--- src/rtl/hsid_band_streamer.sv ---
// hsid_band_streamer: streams pixel/library band packs per reference into the MSE unit,
// throttled at reference boundaries by sink_ready.
module hsid_band_streamer #(
    parameter int WORD_WIDTH        = 32,
    parameter int HSP_BANDS_WIDTH   = 9,
    parameter int HSP_LIBRARY_WIDTH = 8,
    parameter int ADDR_WIDTH        = 16
) (
    input  logic                         clk,
    input  logic                         rst_n,
    input  logic                         clear,
    input  logic                         start,
    input  logic [HSP_BANDS_WIDTH-1:0]   hsp_bands,
    input  logic [HSP_LIBRARY_WIDTH-1:0] library_size,
    input  logic                         sink_ready,
    output logic                         pixel_rd_en,
    output logic [HSP_BANDS_WIDTH-2:0]   pixel_rd_addr,
    input  logic [WORD_WIDTH-1:0]        pixel_rd_data,
    output logic                         lib_rd_en,
    output logic [ADDR_WIDTH-1:0]        lib_rd_addr,
    input  logic [WORD_WIDTH-1:0]        lib_rd_data,
    output logic [WORD_WIDTH-1:0]        band_pack_a,
    output logic [WORD_WIDTH-1:0]        band_pack_b,
    output logic                         band_pack_valid,
    output logic                         band_pack_start,
    output logic                         band_pack_last,
    output logic [HSP_LIBRARY_WIDTH-1:0] hsp_ref,
    output logic [HSP_BANDS_WIDTH-1:0]   hsp_bands_out,
    output logic                         busy,
    output logic                         done
);
    localparam int HALF = WORD_WIDTH / 2;
    localparam int PW   = HSP_BANDS_WIDTH - 1;

    typedef enum logic [2:0] {IDLE, WAIT_SINK, READ, FLUSH, DONE} state_t;

    state_t                       state, state_nx;
    logic [HSP_BANDS_WIDTH-1:0]   bands_q, words_q, words_in;
    logic [HSP_LIBRARY_WIDTH-1:0] lib_size_q, r, r_nx, s1_ref;
    logic [PW-1:0]                w, w_nx;
    logic [ADDR_WIDTH-1:0]        base, base_nx;
    logic                         rd_en, word_last, ref_last, pad;
    logic                         s1_valid, s1_first, s1_last;
    logic [WORD_WIDTH-1:0]        keep;

    assign words_in      = (hsp_bands >> 1) + HSP_BANDS_WIDTH'(hsp_bands[0]);
    assign word_last     = {1'b0, w} == words_q - 1'b1;
    assign ref_last      = r == lib_size_q - 1'b1;
    assign rd_en         = state == READ;
    assign pixel_rd_en   = rd_en;
    assign lib_rd_en     = rd_en;
    assign pixel_rd_addr = w;
    assign lib_rd_addr   = base + ADDR_WIDTH'(w);
    assign busy          = state == WAIT_SINK || state == READ || state == FLUSH;
    assign done          = state == DONE;
    // odd band count: the padding band in the upper half must contribute zero difference
    assign pad           = s1_last && bands_q[0];
    assign keep          = {{HALF{~pad}}, {HALF{1'b1}}};

    always_comb begin
        state_nx = state;
        w_nx     = w;
        r_nx     = r;
        base_nx  = base;
        case (state)
            IDLE:      if (start) state_nx = (hsp_bands == '0 || library_size == '0) ? DONE : WAIT_SINK;
            WAIT_SINK: if (sink_ready) state_nx = READ;
            READ: begin
                w_nx = word_last ? '0 : w + 1'b1;
                if (word_last) begin
                    state_nx = ref_last ? FLUSH : WAIT_SINK;
                    r_nx     = ref_last ? r : r + 1'b1;
                    base_nx  = ref_last ? base : base + ADDR_WIDTH'(words_q);
                end
            end
            FLUSH: begin
                w_nx     = w[0] ? '0 : w + 1'b1;
                state_nx = w[0] ? DONE : FLUSH;
            end
            DONE: begin
                state_nx = IDLE;
                r_nx     = '0;
                base_nx  = '0;
            end
            default: state_nx = IDLE;
        endcase
    end

    always_ff @(posedge clk or negedge rst_n) begin
        if (!rst_n) begin
            state           <= IDLE;
            w               <= '0;
            r               <= '0;
            base            <= '0;
            bands_q         <= '0;
            lib_size_q      <= '0;
            words_q         <= '0;
            s1_valid        <= 1'b0;
            s1_first        <= 1'b0;
            s1_last         <= 1'b0;
            s1_ref          <= '0;
            band_pack_valid <= 1'b0;
            band_pack_start <= 1'b0;
            band_pack_last  <= 1'b0;
            band_pack_a     <= '0;
            band_pack_b     <= '0;
            hsp_ref         <= '0;
            hsp_bands_out   <= '0;
        end else if (clear) begin
            state           <= IDLE;
            w               <= '0;
            r               <= '0;
            base            <= '0;
            bands_q         <= '0;
            lib_size_q      <= '0;
            words_q         <= '0;
            s1_valid        <= 1'b0;
            s1_first        <= 1'b0;
            s1_last         <= 1'b0;
            s1_ref          <= '0;
            band_pack_valid <= 1'b0;
            band_pack_start <= 1'b0;
            band_pack_last  <= 1'b0;
            band_pack_a     <= '0;
            band_pack_b     <= '0;
            hsp_ref         <= '0;
            hsp_bands_out   <= '0;
        end else begin
            state <= state_nx;
            w     <= w_nx;
            r     <= r_nx;
            base  <= base_nx;
            if (state == IDLE && start) begin
                bands_q    <= hsp_bands;
                lib_size_q <= library_size;
                words_q    <= words_in;
            end
            // sideband travels alongside the one-cycle memory latency
            s1_valid        <= rd_en;
            s1_first        <= rd_en && w == '0;
            s1_last         <= rd_en && word_last;
            s1_ref          <= r;
            band_pack_valid <= s1_valid;
            band_pack_start <= s1_first;
            band_pack_last  <= s1_last;
            if (s1_valid) begin
                band_pack_a   <= pixel_rd_data & keep;
                band_pack_b   <= lib_rd_data & keep;
                hsp_ref       <= s1_ref;
                hsp_bands_out <= bands_q;
            end
        end
    end
endmodule

--- config.mk ---
export PLATFORM = sky130hd
export DESIGN_NAME = hsid_band_streamer
export DESIGN_NICKNAME = d
export VERILOG_FILES = /design/src/rtl/hsid_band_streamer.sv
export SDC_FILE = /design/constraint.sdc
export NUM_CORES = 1
export LEC_CHECK = 0
export ABC_AREA = 1
export BUFFER_PORTS_ARGS = -buffer_cell sky130_fd_sc_hd__clkbuf_2
export CORE_MARGIN = 4
export CORE_UTILIZATION = 50
export DETAILED_ROUTE_END_ITERATION = 16
export PLACE_DENSITY = 0.79
export SLEW_MARGIN = 5
export SYNTH_ARGS = -nofsm -noshare
export SYNTH_HDL_FRONTEND = slang
export SYNTH_SLANG_ARGS = --single-unit
export TNS_END_PERCENT = 1
--- constraint.sdc ---
create_clock -name clk -period 3.56 [get_ports clk]
set_input_delay 0.178 -clock clk [delete_from_list [all_inputs] [get_ports clk]]
set_output_delay 0.178 -clock clk [all_outputs]
set_load 0.05 [all_outputs]
==> results.py <==
metrics = {
    "status": {
        "status": "completed",
    },
    "clock_network": {
        "clock_path_buffers": 2,
        "cts_resized": 0,
        "clk_latency_ns": 0.42,
        "path_clk_slew_ns": 0.07,
        "h-tree-depth": 4,
        "cts_buffers": 17,
        "cts_tree": "yes",
        "clockRootBuffer": "clkbuf_16",
        "clock_sinks": 156,
    },
    "worst_setup_path": {
        "reg2reg_slack_ns": 0.74,
        "critical-path-max-stage-delay_ns": 0.51,
        "path_class": "reg2out",
        "crit_end": "lib_rd_addr[14]",
        "cp_top_family": "adder cells",
        "crit_path_start": "pixel_rd_addr[0]",
        "worst_path_most_repeated_cell": "nor2_1",
        "reg2regPathDepth": 15,
        "startpoint_type": "flop",
        "crit_slowest_cell": "dfrtp_1",
        "crit_fanout": 8,
        "r2r-start": "words_q[0]",
        "reg2reg_to": "r[3]",
        "worstPathArrival_ns": 2.86,
        "cp.required_ns": 3.38,
        "crit_buf_inv": 2,
        "worst-path-stages": 10,
        "worst_setup_path_end_kind": "output port",
        "cp_cell_sequence": "ha_1 -> inv_1 -> fa_1 -> nor2_1 -> nor2_1 -> o221ai_1 -> nand2_1 -> nor2_1 -> xor2_1 -> clkbuf_2",
    },
    "grt": {
        "grt_pass1_wl_um": 43200,
        "grt_max_degree": 95,
        "antenna_found_initial": 1,
        "first_global_vias": 8638,
        "overflow": 0,
        "grt_usage_pct": 26.87,
    },
    "sta": {
        "max_clock_freq_mhz": 329.4,
        "relSlewSlack_pct": 19.67,
        "final.setup_skew_ns": 0.009771,
        "slew_viol_final": 0,
        "fin_tns_setup_ns": 0,
        "final_hold_viol_count": 0,
        "period_share_pct": 85.28,
        "tightest_slew_ns": 1.202,
        "rsz0062_at_grt": "no",
        "fin_crit_ns": 3.036,
        "setup_viol": 0,
    },
    "pwr": {
        "leakage_uw": 0.006181,
        "share_seq_of_total_power_pct": 34.6,
        "p_sw_uw": 2721,
        "powerDensity_nw_per_um2": 581.0,
        "total_power_uw": 6389,
        "ir_drop_mv": 0.6934,
        "intPower_uw": 3667,
        "swShare_pct": 42.59,
        "clkPwrFrac_pct": 29.1,
        "p_comb_share_pct": 36.3,
    },
    "floorplan": {
        "die_w_um": 139.5,
        "start_util_pct": 51.62,
        "die_area_um2": 19470,
        "core_area_um2": 16760,
        "fp-row-count": 47,
        "fp.dieH_um": 139.5,
        "ioPinCount": 198,
    },
    "logic_synthesis": {
        "synth_cell_types": 38,
        "synthesis.nets": 1260,
        "syn-instance-count": 1146,
        "synth_top_area_share_pct": 45.12,
        "netlist_top_cells_area": "dfrtp_1, nand2_1, nand3_1",
        "seq_area_frac_synth_pct": 45.12,
        "synth_area_per_cell_um2": 7.550,
        "synth_area_um2": 8652,
        "synth.yosys.warnings": 0,
        "synth_top_area_cell": "dfrtp_1",
        "synth-seq-cells": 156,
    },
    "placed_design": {
        "dpl.hpwl_um": 17230,
        "placed_cell_area_um2": 9753,
        "numPortBuffers": 197,
        "gp_congestion": 0.9833,
    },
    "routing": {
        "vias_per_cell": 5.452,
        "drt_iter0_drc": 792,
        "drc_errors": 0,
        "first_pass_iters": 5,
        "wl_um": 26330,
        "wire_per_inst_um": 16.30,
        "final_antenna_net_count": 0,
        "dr_total_vias": 8805,
    },
    "finish": {
        "syn_to_final_growth_pct": 27.10,
        "nNetsFinal": 1493,
        "multiInputGateArea_um2": 4076,
        "regArea_um2": 3904,
        "stdcell_area_um2": 11000,
        "num-fill-cells": 1383,
        "layout-drive-gt1-share_pct": 18.39,
    },
    "flow_run": {
        "drv_cap": 0,
    },
    "worst_hold_path": {
        "hold_path.class": "in2reg",
    },
}
[registers in the layout (all words and copies together) (netlist names)]
signal,flops
band_pack_b,32
pixel_rd_addr,8
s1_ref,8
s1_last,1
lib_size_q,8
s1_first,1
state,3
hsp_bands_out,9
bands_q,9
band_pack_valid,1
s1_valid,1
r,8
band_pack_a,32
band_pack_start,1
base,16
words_q,9
band_pack_last,1
hsp_ref,8
[layout make-up]
class / instances / share of cell area, %
Antenna cell: 3 / 0.06827
Clock buffer: 18 / 3.994
Clock inverter: 14 / 1.513
Inverter: 120 / 4.096
Multi-Input combinational cell: 820 / 37.07
Sequential cell: 156 / 35.50
Tap cell: 220 / 2.503
Timing Repair Buffer: 264 / 15.26
[synth_stat cells]
library cell / n
nor4_1: 6
ha_1: 26
buf_2: 9
nand3_1: 219
o32ai_1: 1
and2_1: 2
xnor2_1: 16
o22ai_1: 15
dfrtp_1: 156
buf_8: 1
nand2_2: 1
buf_4: 1
o21ai_1: 4
o21ai_0: 29
clkbuf_1: 21
a22oi_1: 1
nor2_2: 9
o21bai_1: 2
o211a_1: 1
nand3_4: 1
nor3b_1: 1
nor2_1: 86
buf_6: 2
nor3_1: 9
nand2_1: 330
fa_1: 2
a21oi_1: 19
nand3_2: 2
inv_1: 112
o21a_1: 1
nand2_4: 1
xor2_1: 24
buf_1: 16
o31ai_1: 1
nand4_1: 8
o221ai_1: 1
inv_2: 8
a31oi_1: 2
[power groups by stage]
stage / logic [µW] / clock network [µW] / registers (µW)
after global routing: 2530 / 1970 / 2240
after global placement: 2190 / 0 / 2220
after detailed placement: 2230 / 0 / 2230
final: 2320 / 1860 / 2210
after floorplan: 1410 / 0 / 2500
after CTS: 2300 / 1880 / 2200
[metal layers]
metal	vias to the layer above	global-route usage (%)	routed length, µm	part of all wire (%)
li1	4186	-	-	-
met1	4123	33.63	10770	41
met2	427	45.24	12670	48
met3	69	6.449	2104	8.0
met4	0	10.40	788	3.0
met5	-	0	0	0
[how the worst min path moves through the flow]
stage	startpoint	cells past startpoint	slack [ns]	to
6_report	library_size[1]	3	0.02	lib_size_q[1]
5_1_grt	pixel_rd_data[23]	3	0.02	band_pack_a[23]
4_1_cts	pixel_rd_data[23]	3	0.01	band_pack_a[23]
3_5_place_dp	rst_n	1	0.31	base[14]
3_3_place_gp	rst_n	1	0.31	base[12]
2_1_floorplan	rst_n	0	-0.12	band_pack_a[0]
[timing repair]
action                                 in CTS  in global routing
hold buffers                               63                  0
setup buffers                               0                  0
endpoints found under the hold margin     150                  0
[worst register-to-register path, cell delays in order (launching register included)]
cell,delay (ns)
dfrtp_1,0.40
inv_1,0.15
ha_1,0.27
inv_1,0.08
nand2_1,0.09
nand2_1,0.06
nand2_1,0.05
nand2_1,0.06
nor2_2,0.10
nand2_1,0.07
nor2_2,0.13
nand3_4,0.14
nand2_4,0.30
nand3_2,0.51
nand2_1,0.20
nand2_1,0.09
[cells in the final DEF (no fill, tap or decap), types with 3 or more instances in the layout]
cell,netlist,routed
a21oi_1,19,19
clkbuf_16,0,17
clkbuf_2,0,196
dfrtp_1,156,156
diode_2,0,3
dlygate4sd3_1,0,63
ha_1,26,26
inv_1,112,112
inv_2,8,8
inv_6,0,4
inv_8,0,6
nand2_1,330,330
nand3_1,219,219
nand4_1,8,8
nor2_1,86,85
nor2_2,9,9
nor3_1,9,9
nor4_1,6,6
o21ai_0,29,29
o21ai_1,4,4
o22ai_1,15,15
xnor2_1,16,16
xor2_1,24,24
[cell families after synthesis]
group                    synth area share [%]
flip-flops                              45.12
buffers and inverters                   7.852
adder cells (fa/ha/maj)                 4.223
AND/OR/NAND/NOR                         33.77
XOR/XNOR                                4.049
AO/OA/AOI/OAI                           4.989
[per-stage QoR]
step / setup slack (ns) / util [%] / hold WS (ns) / cells
2_1_floorplan: 0.5086 / - / -0.1176 / 1146
3_3_place_gp: 0.9549 / 58.19 / 0.3081 / 1517
3_5_place_dp: 0.8353 / 58.19 / 0.3128 / 1517
4_1_cts: 0.4835 / 65.57 / 0.01153 / 1612
5_1_grt: 0.2943 / 65.58 / 0.01673 / 1613
6_report: 0.5239 / 65.61 / 0.02336 / 1615
Note: power is estimated with default switching activity, not from simulation.
